$ cat config.mk
export PLATFORM = sky130hd
export DESIGN_NAME = countdown_timer
export DESIGN_NICKNAME = d
export VERILOG_FILES = /design/src/rtl/countdown_pkg.sv /design/src/rtl/countdown_timer_counter.sv /design/src/rtl/countdown_timer.sv
export SDC_FILE = /design/constraint.sdc
export NUM_CORES = 1
export LEC_CHECK = 0
export ABC_AREA = 1
export CORE_MARGIN = 5
export CORE_UTILIZATION = 50
export CTS_CLUSTER_DIAMETER = 60
export DETAILED_ROUTE_END_ITERATION = 10
export PLACE_DENSITY = 0.78
export SLEW_MARGIN = 20
export SYNTH_ARGS = -nofsm -noshare
export SYNTH_HDL_FRONTEND = slang
export SYNTH_SLANG_ARGS = --single-unit
$ cat constraint.sdc
create_clock -name clk -period 3.6 [get_ports clk]
set_clock_uncertainty 0.05 [all_clocks]
set_input_delay 0.36 -clock clk [delete_from_list [all_inputs] [get_ports clk]]
set_output_delay 0.36 -clock clk [all_outputs]
set_load 0.05 [all_outputs]
$ cat src/rtl/countdown_pkg.sv
// Shared types and limits for the countdown timer.
package countdown_pkg;

    typedef enum logic [1:0] {IDLE, RUN, PAUSE, DONE} cd_state_e;

    localparam int unsigned SEC_W = 6;
    localparam int unsigned CS_W  = 7;

    localparam logic [SEC_W-1:0] MAX_SEC = 6'd59;
    localparam logic [CS_W-1:0]  MAX_CS  = 7'd99;

    function automatic logic [SEC_W-1:0] clamp_sec(input logic [SEC_W-1:0] v);
        return (v > MAX_SEC) ? MAX_SEC : v;
    endfunction

    function automatic logic [CS_W-1:0] clamp_cs(input logic [CS_W-1:0] v);
        return (v > MAX_CS) ? MAX_CS : v;
    endfunction

endpackage

$ cat src/rtl/countdown_timer_counter.sv
// Modulo-MODULUS prescaler with enable, synchronous clear and a carry-out
// that is high on the enabled cycle in which the count wraps.
module countdown_timer_counter #(
    parameter int unsigned MODULUS = 10
) (
    input  logic clk,
    input  logic rst_n,
    input  logic en,
    input  logic clr,
    output logic carry
);

    localparam int unsigned W = (MODULUS > 2) ? $clog2(MODULUS) : 1;
    localparam logic [W-1:0] LAST = W'(MODULUS - 1);

    logic [W-1:0] count_q;
    logic [W-1:0] count_d;

    assign carry = en && (count_q == LAST);

    always_comb begin
        count_d = count_q;
        if (clr) begin
            count_d = '0;
        end else if (en) begin
            count_d = (count_q == LAST) ? '0 : count_q + 1'b1;
        end
    end

    always_ff @(posedge clk or negedge rst_n) begin
        if (!rst_n) begin
            count_q <= '0;
        end else begin
            count_q <= count_d;
        end
    end

endmodule

$ cat src/rtl/countdown_timer.sv
// Down-counting sec.centisec timer with start/pause (k0) and clear (k1) keys.
// Optional COUNTDOWN_AUTO_RELOAD_EN: reload the preset on expiry and keep running.
module countdown_timer
    import countdown_pkg::*;
#(
    parameter int unsigned CLK_DIV = 10
) (
    input  logic             clk,
    input  logic             rst_n,
    input  logic             k0,
    input  logic             k1,
    input  logic [SEC_W-1:0] preset_sec,
    input  logic [CS_W-1:0]  preset_cs,
    output logic [SEC_W-1:0] sec,
    output logic [CS_W-1:0]  centisec,
    output logic             running,
    output logic             expired,
    output logic             alarm
);

    cd_state_e        state_q, state_d;
    logic [SEC_W-1:0] sec_q, sec_d;
    logic [CS_W-1:0]  cs_q, cs_d;
    logic             running_q, running_d;
    logic             expired_q, expired_d;
    logic             alarm_q, alarm_d;

    logic             tick;
    logic             presc_en;
    logic             presc_clr;
    logic [SEC_W-1:0] pre_sec;
    logic [CS_W-1:0]  pre_cs;
    logic             pre_zero;
    logic             val_zero;
    logic             val_one;

    assign pre_sec  = clamp_sec(preset_sec);
    assign pre_cs   = clamp_cs(preset_cs);
    assign pre_zero = (pre_sec == '0) && (pre_cs == '0);
    assign val_zero = (sec_q == '0) && (cs_q == '0);
    assign val_one  = (sec_q == '0) && (cs_q == CS_W'(1));

    assign presc_en  = (state_q == RUN);
    assign presc_clr = (state_d == IDLE) || (state_d == DONE);

    countdown_timer_counter #(
        .MODULUS(CLK_DIV)
    ) u_prescaler (
        .clk  (clk),
        .rst_n(rst_n),
        .en   (presc_en),
        .clr  (presc_clr),
        .carry(tick)
    );

    always_comb begin
        state_d = state_q;
        sec_d   = sec_q;
        cs_d    = cs_q;
        alarm_d = 1'b0;

        if (k1) begin
            state_d = IDLE;
        end else begin
            unique case (state_q)
                IDLE: begin
                    if (k0 && !pre_zero) state_d = RUN;
                end
                RUN: begin
                    // Zero is reached by a tick, and expiry is resolved on the
                    // following cycle so the alarm lands one cycle after 00.00.
                    if (val_zero) begin
                        alarm_d = 1'b1;
`ifdef COUNTDOWN_AUTO_RELOAD_EN
                        if (pre_zero) begin
                            state_d = DONE;
                        end else begin
                            sec_d = pre_sec;
                            cs_d  = pre_cs;
                        end
`else
                        state_d = DONE;
`endif
                    end else begin
                        if (tick) begin
                            if (cs_q == '0) begin
                                cs_d  = MAX_CS;
                                sec_d = sec_q - 1'b1;
                            end else begin
                                cs_d = cs_q - 1'b1;
                            end
                        end
                        if (k0 && !(tick && val_one)) state_d = PAUSE;
                    end
                end
                PAUSE: begin
                    if (k0) state_d = RUN;
                end
                DONE: begin
                    sec_d = '0;
                    cs_d  = '0;
                    if (k0) state_d = IDLE;
                end
                default: state_d = IDLE;
            endcase
        end

        if (state_q == IDLE || state_d == IDLE) begin
            sec_d = pre_sec;
            cs_d  = pre_cs;
        end

        running_d = (state_d == RUN);
        expired_d = (state_d == DONE);
    end

    always_ff @(posedge clk or negedge rst_n) begin
        if (!rst_n) begin
            state_q   <= IDLE;
            sec_q     <= '0;
            cs_q      <= '0;
            running_q <= 1'b0;
            expired_q <= 1'b0;
            alarm_q   <= 1'b0;
        end else begin
            state_q   <= state_d;
            sec_q     <= sec_d;
            cs_q      <= cs_d;
            running_q <= running_d;
            expired_q <= expired_d;
            alarm_q   <= alarm_d;
        end
    end

    assign sec      = sec_q;
    assign centisec = cs_q;
    assign running  = running_q;
    assign expired  = expired_q;
    assign alarm    = alarm_q;

endmodule

== After elaboration in Yosys (flattened, before gate mapping) ==
Cells that the tools add are included.

* Eq/ne operators: 11
* Magnitude comparators: 2
* Multiplexer cells: 27
* Add/subtract/negate cells: 3
* Reduce and logical (&&, ||, !) cells: 21

{| class="wikitable"
|+ Operators by type and width
! cell !! count
|-
| 7-bit 2-to-1 mux || 6
|-
| 6-bit 2-to-1 mux || 6
|-
| 7-bit zero test || 2
|-
| 7-bit case mux with 2 select lines || 1
|-
| 6-bit zero test || 2
|-
| 2-bit 2-to-1 mux || 6
|-
| 4-bit 2-to-1 mux || 3
|-
| 6-bit case mux with 2 select lines || 1
|-
| 3-bit inequality test (second input constant) || 3
|-
| 2-bit case mux with 4 select lines || 1
|-
| 7-bit by 1-bit equality test with 1-bit output (second input constant) || 1
|-
| 7-bit > comparator (second input constant) || 1
|-
| 1-bit logical AND || 7
|-
| 7-bit by 1-bit subtractor with 7-bit output (second input constant) || 1
|-
| 2-bit equality test (second input constant) || 3
|-
| 6-bit > comparator (second input constant) || 1
|-
| 6-bit by 1-bit subtractor with 6-bit output (second input constant) || 1
|-
| 5-bit AND reduction || 1
|-
| 4-bit by 1-bit adder with 4-bit output (second input constant) || 1
|-
| 2-bit by 1-bit equality test with 1-bit output (second input constant) || 2
|-
| 4-bit equality test (second input constant) || 1
|-
| 2-bit zero test || 2
|-
| 4-bit AND reduction || 1
|-
| 1-bit 2-to-1 mux || 3
|-
| other kinds (5) || 7
|}

* Bits of input ports: 17
* Logic and storage cells: 71
* Register bits after elaboration: 22
* Output and inout bits: 16

== Logic depth before layout (Yosys ltp) ==
Gate-level depths: netlist of the first run.

* Depth after elaboration: 13
* Gate-level depth with buffers: 17
* Gate-level depth less buffers: 17

== Cells and area by module ==
A second synthesis of the first run with hierarchy kept.

* Cell total of the unflattened synthesis: 250
* Area, all modules: 1672.9 sq um

{| class="wikitable"
|+ Modules (own cells, without submodules)
! module !! cells an instance !! area each (sq um) !! sequential area each (sq um) !! instances
|-
| countdown_timer || 210 || 1407.6 || 450.4 || 1
|-
| countdown_timer_counter || 40 || 265.3 || 100.1 || 1
|}

== Worst setup path after synthesis of the first run ==
OpenSTA, ideal clock, no wires.

* Path kind: reg-to-reg
* From: register sec_q[0] (netlist: sec[0])
* To: register sec_q[0] (netlist: sec[0])
* Slack: 1.118 ns
* Data arrival time: 2.313 ns
* Data required time: 3.431 ns
* Setup time: 0.119 ns
* Period minus slack after synthesis: 2.482 ns
* Path buffers: 1
* Cell stages (with the launch flop): 18
* Cells stage by stage: dfrtp_1 -> inv_1 -> ha_1 -> nand3_1 -> nor2_2 -> nand2_2 -> nand3_1 -> inv_1 -> nand2_1 -> nand3_1 -> ha_1 -> inv_1 -> o21ai_0 -> buf_2 -> o21ai_0 -> o21ai_0 -> nand3_1 -> nand2_1

* Cells in the longest elaborated chain, start to end: 13
* Elaborated cells between the ends (all ways): 25
* Those cells by class: add/sub: 1; eq/ne: 4; mux: 10; reduce/logical: 10

{| class="wikitable"
|+ Ends and longest elaborated chain
! element !! line !! text
|-
| from (decl) || countdown_timer.sv:22 || <nowiki>logic [SEC_W-1:0] sec_q, sec_d;</nowiki>
|-
| from (signal assigned) || countdown_timer.sv:120 || <nowiki>sec_q <= '0;</nowiki>
|-
| from (signal assigned) || countdown_timer.sv:127 || <nowiki>sec_q <= sec_d;</nowiki>
|-
| 6-bit zero test || countdown_timer.sv:40, countdown_timer.sv:41 ||
|-
| 1-bit logical AND || countdown_timer.sv:41 || <nowiki>assign val_one = (sec_q == '0) && (cs_q == CS_W'(1));</nowiki>
|-
| 1-bit logical AND || countdown_timer.sv:93 || <nowiki>if (k0 && !(tick && val_one)) state_d = PAUSE;</nowiki>
|-
| 1-bit zero test || countdown_timer.sv:93 ||
|-
| 1-bit logical AND || countdown_timer.sv:93 ||
|-
| 2-bit 2-to-1 mux || countdown_timer.sv:93 ||
|-
| 2-bit 2-to-1 mux || countdown_timer.sv:72 || <nowiki>if (val_zero) begin</nowiki>
|-
| 2-bit case mux with 4 select lines || countdown_timer.sv:65 || <nowiki>unique case (state_q)</nowiki>
|-
| 2-bit 2-to-1 mux || countdown_timer.sv:62 || <nowiki>if (k1) begin</nowiki>
|-
| 2-bit zero test || countdown_timer.sv:108 || <nowiki>if (state_q == IDLE || state_d == IDLE) begin</nowiki>
|-
| 1-bit logical OR || countdown_timer.sv:108 ||
|-
| 3-bit inequality test (no line) (tied with other cells) || n/a ||
|-
| 5-bit AND reduction (no line) || n/a ||
|}

Parallel ways exist; a longest one is shown, timed or not. The select of a mux whose other input is x is not followed.
A chain may end at the register's enable or synchronous reset.

== Worst setup path after layout of the first run ==
* From: register cs_q[0] (netlist: centisec[0])
* To: register sec_q[2] (netlist: sec[2])

* Cells in the longest elaborated chain, start to end: 13
* Elaborated cells between the ends (all ways): 20
* Those cells by class: eq/ne: 5; mux: 5; reduce/logical: 10

{| class="wikitable"
|+ Ends and longest elaborated chain
! element !! line !! text
|-
| from (decl) || countdown_timer.sv:23 || <nowiki>logic [CS_W-1:0] cs_q, cs_d;</nowiki>
|-
| from (signal assigned) || countdown_timer.sv:128 || <nowiki>cs_q <= cs_d;</nowiki>
|-
| 7-bit by 1-bit equality test with 1-bit output || countdown_timer.sv:41 ||
|-
| 1-bit logical AND || countdown_timer.sv:41 ||
|-
| 1-bit logical AND || countdown_timer.sv:93 ||
|-
| 1-bit zero test || countdown_timer.sv:93 ||
|-
| 1-bit logical AND || countdown_timer.sv:93 ||
|-
| 2-bit 2-to-1 mux || countdown_timer.sv:93 ||
|-
| 2-bit 2-to-1 mux || countdown_timer.sv:72 ||
|-
| 2-bit case mux with 4 select lines || countdown_timer.sv:65 ||
|-
| 2-bit 2-to-1 mux || countdown_timer.sv:62 ||
|-
| 2-bit zero test || countdown_timer.sv:108 ||
|-
| 1-bit logical OR || countdown_timer.sv:108 ||
|-
| 3-bit inequality test (no line) (tied with other cells) || n/a ||
|-
| 5-bit AND reduction (no line) || n/a ||
|}

Parallel ways exist; a longest one is shown, timed or not.

==> run_results.csv, run 1 <==
group,metric,value,unit
place,dpl.cell_count,303,
global_route,antenna_found_initial,0,
sta,fin_setup_tns,0,ns
global_route,grt_max_degree,23,
global_route,grt_pass1_wl,6472,µm
setup_path,worst-setup-path-type,"flop to flop",
pwr,switchingPower,0.3425,mW
synthesis,seq_area_frac_synth,34.56,%
clocking,numCtsBuffers,3,
synthesis,async_flop_share,100.0,%
pwr,power.density,402.1,nW/µm²
sta,rsz0062_at_grt,"no",
pwr,p_total,0.8015,mW
pwr,clkPwrFrac,17.4,%
synthesis,synth_area,1593,µm²
synthesis,synth.distinct_cells,25,
clocking,clock_sinks,22,
sta,worst_pin_slew,0.9865,ns
setup_path,worst_ep_arrival_time,2.84,ns
routing,wl_per_cell,12.35,µm
pwr,p_leak,0.9678,nW
setup_path,worstSetupEndpointType,"flop",
finish,layout_common_cells,"nand2_1 (75), nand3_1 (31), clkdlybuf4s50_1 (31)",
sta,fin_crit_sh,74.38,%
floorplan,start_util,52.17,%
clocking,cts_resized,0,
synthesis,synth_top_area_share,34.56,%
finish,final_layout_size_suffix_gt1_share,7.197,%
floorplan,die_height,66.44,µm
floorplan,rows,20,
setup_path,critPathMaxFanout,11,
clocking,postCtsSetupBuffers,0,
setup_path,critPathLaunchType,"flop",
routing,drtAntennaViolNets,0,
clocking,cts_tree,"built",
place,dp_hpwl,2879,µm
synthesis,synth_area_leader_cell,"dfrtp_1",
job,max_cap_viol_count,0,
sta,fmax,0.3735,GHz
setup_path,required,3.77,ns
clocking,path_clk_slew,0.13,ns
synthesis,synth_edf_count,0,
floorplan,die_area,4414,µm²
routing,viasPerCell,5.052,
finish,fin_util,65.29,%
routing,dr_total_vias,1556,
finish,fin_cells,308,
global_route,gr-total-overflow,0,
pwr,p_int,0.4589,mW
floorplan,core-area,3053,µm²
synthesis,ys.warnings.count,0,
synthesis,synthTopCellsByArea,"dfrtp_1 (35%), nand2_1 (18%), nand3_1 (9.7%)",
pwr,seqPwrFrac,39.2,%
pwr,comb_power_share,43.5,%
sta,relSlewSlack,33.54,%
status,outcome,"complete, no violations",
synthesis,yosys_register_bits,22,
clocking,cts-root-buf,"clkbuf_4",
routing,dr.pass1.iters,4,
sta,drv_slew,0,
finish,final_common_cell,"nand2_1",
place,gp_congestion,0.9129,
clocking,clk_latency,0.31,ns
synthesis,syn_nets,256,
floorplan,ios,33,
finish,syn_to_final_growth,25.14,%
floorplan,die_x,66.44,µm
clocking,htree_num_levels,1,
pwr,power.share.switching,42.74,%
synthesis,post_synth.cell_area_avg,6.955,µm²
finish,layout.nets,292,
global_route,track_usage,18.87,%
sta,fin_ws,0.9224,ns
sta,period_needed,2.678,ns
sta,setup_violations,0,
clocking,cts_buffer_depth,2,
global_route,grt_pass1_vias,1445,
place,pre_cts_slack,0.8216,ns
min_path,min_path_type,"input pin to asynchronous set/reset pin",
synthesis,syn_inst,229,
finish,diodes,0,
routing,wl,3804,µm
pwr,peakVddDrop,0.1950,mV
synthesis,synth_ff_type,"dfrtp_1",
routing,initialDrtViolationCount,146,
routing,drc,0,
place,port_buffers,32,
sta,hold_viol,0,
-- layer usage --
layer,up-vias,track usage [%],share of wire [%]
li1,816,-,-
met1,684,26.02,45
met2,52,30.61,46
met3,4,2.721,7.7
met4,0,5.076,0.84
met5,-,0,0
-- cell type report --
cell class | count | area, µm²
timing repair buffer | 33 | 325.3
multi-input combinational | 186 | 954.7
sequential | 22 | 550.5
fill | 294 | 1060
tap | 44 | 55.05
inverter | 19 | 71.32
clock buffer | 4 | 36.28
-- sequential cells by signal (all words and copies together) (netlist names) --
name,flops
expired,1
state_q,2
sec,6
running,1
alarm,1
centisec,7
u_prescaler.count_q,4
-- metrics by stage --
| step | area (µm²) | hold slack (ns) |
|---|---|---|
| final | 1993 | 0.4908 |
| after global routing | 1993 | 0.5302 |
| after floorplan | 1593 | 0.01441 |
| after detailed placement | 1952 | 0.4856 |
| after global placement | 1952 | 0.4695 |
| after CTS | 1988 | 0.5166 |
-- repair_timing --
action                     4_1_cts  5_1_grt
setup endpoints to repair        0        0
hold endpoints to repair         0       21
hold buffers                     0        1
-- cell usage after synthesis, types with 4 or more instances --
master	count
nand2_2	4
nand2_1	75
nor2_1	24
ha_1	10
nand4_1	4
a21oi_1	4
inv_1	16
dfrtp_1	22
o21ai_0	14
nand3_1	31
-- path summary, 6_finish.rpt --
path                        startpoint                      to  cells past startpoint  slack [ns]
max                        centisec[0]                  sec[2]                     16        0.92
min                              rst_n             centisec[2]                      2        0.49
max reg2reg                centisec[0]                  sec[2]                     16        0.92
min reg2reg                centisec[6]             centisec[6]                      2        0.51
max in group asynchronous        rst_n  u_prescaler.count_q[3]                      2        2.67
min in group clk           centisec[6]             centisec[6]                      2        0.51
-- critical path, stage by stage (launching register included) --
cell      delay, ns
dfrtp_1        0.43
inv_1          0.16
ha_1           0.19
nand2_1        0.06
nor2_1         0.18
nand2_2        0.12
nand3_1        0.10
inv_1          0.04
nand2_1        0.05
nand3_1        0.07
ha_1           0.24
inv_1          0.08
o21ai_0        0.35
nand3b_1       0.21
o21ai_0        0.10
nand3_1        0.09
nand2_1        0.06
-- power by group through the flow --
stage | Combinational, mW | Sequential (mW) | Clock (mW)
floorplan | 0.146 | 0.405 | 0
global placement | 0.346 | 0.318 | 0
detailed placement | 0.347 | 0.319 | 0
CTS | 0.349 | 0.314 | 0.142
global route | 0.383 | 0.321 | 0.153
finish | 0.348 | 0.314 | 0.139
-- cell families (layout without fill, tap and decap cells) --
kind of cell             Yosys count  after routing  synth area share [%]
AND/OR/NAND/NOR                  147            147                 41.08
AO/OA/AOI/OAI                     23             23                 7.699
flip-flops                        22             22                 34.56
adder cells (fa/ha/maj)           10             10                 7.855
XOR/XNOR                           6              6                 3.300
buffers and inverters             21             56                 5.499
No activity file was read; power rests on OpenSTA's default activity.
==> run 2, diff against run 1 <==
--- a/config.mk
+++ b/config.mk
@@ -7,10 +7,10 @@
 export LEC_CHECK = 0
 export ABC_AREA = 1
 export CORE_MARGIN = 5
-export CORE_UTILIZATION = 50
+export CORE_UTILIZATION = 46
 export CTS_CLUSTER_DIAMETER = 60
 export DETAILED_ROUTE_END_ITERATION = 10
-export PLACE_DENSITY = 0.78
+export PLACE_DENSITY = 0.76
 export SLEW_MARGIN = 20
 export SYNTH_ARGS = -nofsm -noshare
 export SYNTH_HDL_FRONTEND = slang
==> constraint.sdc (replaced) <==
create_clock -name clk -period 2.2 [get_ports clk]
set_clock_uncertainty 0.05 [all_clocks]
set_input_delay 0.22 -clock clk [delete_from_list [all_inputs] [get_ports clk]]
set_output_delay 0.22 -clock clk [all_outputs]
set_load 0.05 [all_outputs]
==> run_results.csv, run 2 (synthesis gave the netlist of run 1 again) <==
group,metric,value,unit
place,port_buffers,32,
setup_path,rr_worst_depth,16,
job,max_cap_viol_count,0,
setup_path,max_stage_delay,0.43,ns
setup_path,critPathBufInv,1,
routing,wl,5086,µm
setup_path,critPathTopFamily,"simple AND/OR/NAND/NOR gates",
sta,worst_pin_slew,0.5114,ns
pwr,power.density,616.3,nW/µm²
sta,fmax,0.4560,GHz
clocking,ctsHoldBuffers,0,
clocking,clk_latency,0.32,ns
clocking,path_clk_slew,0.14,ns
global_route,grt_max_degree,23,
status,outcome,"complete, no violations",
sta,rsz0062_at_grt,"yes",
sta,period_needed,2.193,ns
setup_path,r2r-start,"sec[2]",
routing,viasPerCell,5.201,
sta,setup_violations,0,
setup_path,worst-setup-path-type,"flop to flop",
finish,layout_common_cells,"nand2_1 (68), buf_4 (45), clkdlybuf4s50_1 (32)",
clocking,clock_sinks,22,
finish,final_layout_size_suffix_gt1_share,36.74,%
routing,drtAntennaViolNets,0,
setup_path,worstPathCellList,"nor2_2 -> nand2_2 -> nor2_4 -> nand3_2 -> nand2_2 -> nand2_1 -> nand2_2 -> nand3_2 -> ha_4 -> nor2_4 -> nand2_4 -> inv_6 -> o21ai_0 -> o21ai_1 -> nand2_1 -> nand2_1",
global_route,gr-total-overflow,0,
finish,largest_register_ffs,7,
finish,nFillCells,247,
min_path,min_path_type,"input pin to asynchronous set/reset pin",
floorplan,die_area,4740,µm²
finish,seqCellArea,564.3,µm²
setup_path,worstSetupEndpointType,"flop",
setup_path,critPathLaunchType,"flop",
global_route,antenna_found_initial,0,
floorplan,start_util,47.73,%
routing,dr_total_vias,1867,
routing,wl_per_cell,14.17,µm
finish,fin_area,2595,µm²
global_route,track_usage,20.67,%
setup_path,worst_ep_arrival_time,2.40,ns
sta,fin_crit_sh,99.67,%
setup_path,reg2reg_to,"centisec[0]",
floorplan,die_height,68.85,µm
setup_path,crit_cells,16,
sta,hold_viol,0,
global_route,grt_pass1_vias,1650,
pwr,peakVddDrop,0.3643,mV
clocking,cts_buffer_depth,2,
setup_path,slowest_stage,"dfrtp_2",
place,dp_hpwl,3408,µm
finish,layout.nets,341,
floorplan,rows,21,
routing,drc,0,
clocking,cts-root-buf,"clkbuf_4",
setup_path,critPathMaxFanout,7,
finish,final_common_cell,"nand2_1",
place,detailed_place.area,2288,µm²
clocking,numCtsBuffers,3,
finish,syn_to_final_growth,62.92,%
floorplan,ios,33,
routing,dr.pass1.iters,4,
sta,drv_slew,0,
clocking,cts_tree,"built",
finish,diodes,0,
place,gp_congestion,0.8999,
floorplan,core-area,3337,µm²
pwr,p_leak,1.219,nW
sta,fin_setup_tns,0,ns
sta,relSlewSlack,65.80,%
setup_path,required,2.41,ns
routing,initialDrtViolationCount,284,
setup_path,reg2reg_setup_slack,0.007,ns
global_route,grt_pass1_wl,7417,µm
floorplan,die_x,68.85,µm
finish,multiInputGateArea,1154,µm²
clocking,htree_num_levels,1,
[run 2: layout make-up]
cell class | instances | area share (%)
clock buffers | 4 | 1.398
inverters | 19 | 3.327
multi-input cells | 187 | 44.46
flip-flops and latches | 22 | 21.75
well taps | 46 | 2.218
repair buffers | 81 | 26.86
[run 2: worst max-delay path by stage]
stage	from	end	slack [ns]
after detailed placement	preset_sec[5]	centisec[2]	-0.12
after global placement	preset_sec[5]	centisec[2]	-0.07
after floorplan	centisec[0]	sec[0]	-0.007
after CTS	centisec[1]	sec[1]	0.008
final	sec[2]	centisec[0]	0.007
after global routing	sec[2]	sec[1]	-0.15
[run 2: routing by layer]
layer | track usage (%) | up-vias | routed length, µm
met5 | 0 | - | 0
met4 | 4.866 | 0 | 99
met3 | 5.186 | 16 | 391
met2 | 34.40 | 86 | 2496
met1 | 26.85 | 854 | 2098
li1 | - | 911 | -
[run 2: stage by stage]
stage / cells / power (mW) / worst slack [ns] / util [%] / hold slack (ns)
2_1_floorplan: 229 / 0.9310 / -0.006883 / - / -0.1256
3_3_place_gp: 343 / 1.223 / -0.06858 / 68.58 / 0.4756
3_5_place_dp: 343 / 1.237 / -0.1225 / 68.58 / 0.4830
4_1_cts: 347 / 1.482 / 0.008108 / 70.30 / 0.1934
5_1_grt: 359 / 1.694 / -0.1534 / 77.77 / 0.2128
6_report: 359 / 1.599 / 0.007235 / 77.77 / 0.1778
[run 2: what timing repair did]
item                       4_1_cts  5_1_grt
gates resized for setup          5       50
setup endpoints to repair        9       16
pin swaps                        1       10
cloned                           0        2
buffers inserted                 0       10
[run 2: report_power, final]
group          internal (mW)  total, mW  switching (mW)  leakage (nW)
sequential             0.457      0.504          0.0463         0.267
clock                  0.101      0.235           0.134        0.0210
combinational          0.358      0.861           0.502         0.931
total                  0.917       1.60           0.682          1.22
[run 2: worst register-to-register path: stages (launching register included)]
cell,delay (ns)
dfrtp_2,0.43
nor2_2,0.20
nand2_2,0.09
nor2_4,0.12
nand3_2,0.10
nand2_2,0.09
nand2_1,0.07
nand2_2,0.07
nand3_2,0.08
ha_4,0.19
nor2_4,0.12
nand2_4,0.10
inv_6,0.10
o21ai_0,0.08
o21ai_1,0.09
nand2_1,0.07
nand2_1,0.06
==> run 3, diff against run 2 <==
--- a/config.mk
+++ b/config.mk
@@ -10,6 +10,8 @@
 export CORE_UTILIZATION = 46
 export CTS_CLUSTER_DIAMETER = 60
 export DETAILED_ROUTE_END_ITERATION = 10
+export GPL_TIMING_DRIVEN = 0
+export HOLD_SLACK_MARGIN = 0.08
 export PLACE_DENSITY = 0.76
 export SLEW_MARGIN = 20
 export SYNTH_ARGS = -nofsm -noshare
==> run_results.csv, run 3 (synthesis gave the netlist of run 1 again) <==
group,metric,value,unit
status,outcome,"finished, violations left",
status,violations,"negative setup slack",
sta,worst_pin_slew,0.4956,ns
global_route,grt_pass1_vias,1783,
clocking,path_clk_slew,0.12,ns
sta,period_needed,2.254,ns
setup_path,worstPathCellList,"buf_12 -> ha_4 -> nand2_4 -> nor2_4 -> nand3_2 -> nand3_1 -> nand2_1 -> nand2_2 -> ha_4 -> nor2_4 -> buf_6 -> nand2_8 -> buf_8 -> nand3_2 -> nand2_1",
job,max_cap_viol_count,0,
setup_path,worstSetupEndpointType,"flop",
routing,dr.pass1.iters,5,
place,port_buffers,32,
clocking,numCtsBuffers,3,
clocking,cts_buffer_depth,2,
floorplan,die_area,4740,µm²
global_route,track_usage,22.64,%
routing,drtAntennaViolNets,0,
setup_path,max_stage_delay,0.47,ns
routing,wl_per_cell,14.68,µm
routing,wl,5182,µm
floorplan,core-area,3337,µm²
clocking,cts-root-buf,"clkbuf_4",
pwr,power.density,595.6,nW/µm²
pwr,peakVddDrop,0.4730,mV
finish,multiInputGateArea,1252,µm²
setup_path,critPathBufInv,3,
place,gp_congestion,0.8372,
sta,setup_violations,13,
floorplan,die_x,68.85,µm
place,dp_hpwl,3028,µm
finish,diodes,0,
setup_path,critPathMaxFanout,6,
finish,syn_to_final_growth,70.62,%
pwr,p_total,1.619,mW
global_route,grt_max_degree,23,
clocking,clk_latency,0.32,ns
setup_path,critPathTopFamily,"simple AND/OR/NAND/NOR gates",
global_route,grt_pass1_wl,7879,µm
routing,initialDrtViolationCount,172,
setup_path,required,2.37,ns
finish,fin_util,81.44,%
clocking,clock_sinks,22,
sta,fin_crit_sh,102.5,%
setup_path,worst-setup-path-type,"flop to flop",
setup_path,slowest_stage,"dfrtp_2",
sta,fin_ws,-0.05426,ns
floorplan,ios,33,
finish,nFillCells,209,
min_path,min_path_type,"input pin to asynchronous set/reset pin",
finish,final_common_cell,"nand2_1",
floorplan,rows,21,
routing,dr_total_vias,1829,
setup_path,critPathLaunchType,"flop",
global_route,antenna_found_initial,0,
finish,final_layout_size_suffix_gt1_share,42.35,%
finish,seqCellArea,566.8,µm²
setup_path,worst_ep_arrival_time,2.42,ns
sta,rsz0062_at_grt,"yes",
floorplan,start_util,47.73,%
pwr,p_leak,1.261,nW
sta,fmax,0.4436,GHz
finish,layout_common_cells,"nand2_1 (60), buf_4 (34), clkdlybuf4s50_1 (31)",
global_route,gr-total-overflow,0,
sta,drv_slew,0,
finish,layout.nets,335,
sta,relSlewSlack,66.85,%
clocking,cts_tree,"built",
floorplan,die_height,68.85,µm
sta,worst_hold_slack,0.3405,ns
finish,largest_register_ffs,7,
sta,hold_viol,0,
routing,drc,0,
routing,viasPerCell,5.181,
clocking,htree_num_levels,1,
## run 3: what timing repair did
action	CTS	global route
hold buffers	0	1
setup buffers	38	4
resized for setup	36	59
setup endpoints to repair	14	18
hold endpoints to repair	0	22
pin swaps	8	25
gates cloned	2	0
## run 3: report_power, final
part	switching [mW]	total, mW	internal [mW]
Sequential	0.0651	0.523	0.458
Clock	0.126	0.228	0.101
Combinational	0.505	0.867	0.363
## run 3: path summary, 6_finish.rpt
kind	startpoint	endpoint	depth (start not counted)	slack, ns
setup / recovery	centisec[0]	sec[1]	15	-0.05
min in group clk	k1	alarm	2	0.40
max in group asynchronous	rst_n	state_q[0]	2	1.40
setup reg to reg	centisec[0]	sec[1]	15	-0.05
hold / removal	rst_n	centisec[4]	2	0.34
hold reg to reg	sec[1]	sec[1]	2	0.50
## run 3: per-stage QoR
| stage | setup slack [ns] | cell area, µm² | TNS [ns] | instances |
|---|---|---|---|---|
| finish | -0.05426 | 2718 | -0.4028 | 353 |
| global route | -0.1667 | 2718 | -1.943 | 353 |
| CTS | -0.04151 | 2495 | -0.08868 | 350 |
| detailed placement | -0.3097 | 2019 | -2.945 | 307 |
| global placement | -0.2796 | 2019 | -2.532 | 307 |
| floorplan | -0.006883 | 1642 | -0.01570 | 229 |
## run 3: layout make-up
type	instances	share of cell area (%)
tap	46	2.118
sequential	22	20.86
buffer	2	0.8287
multi-input combinational	186	46.09
inverter	19	3.545
clock buffer	4	1.335
timing repair buffer	74	25.23
## run 3: routing by layer
metal | track usage (%) | routed length, µm | vias up
li1 | - | - | 902
met1 | 26.75 | 2062 | 864
met2 | 41.19 | 2734 | 58
met3 | 3.241 | 307 | 5
met4 | 8.273 | 77 | 0
met5 | 0 | 0 | -
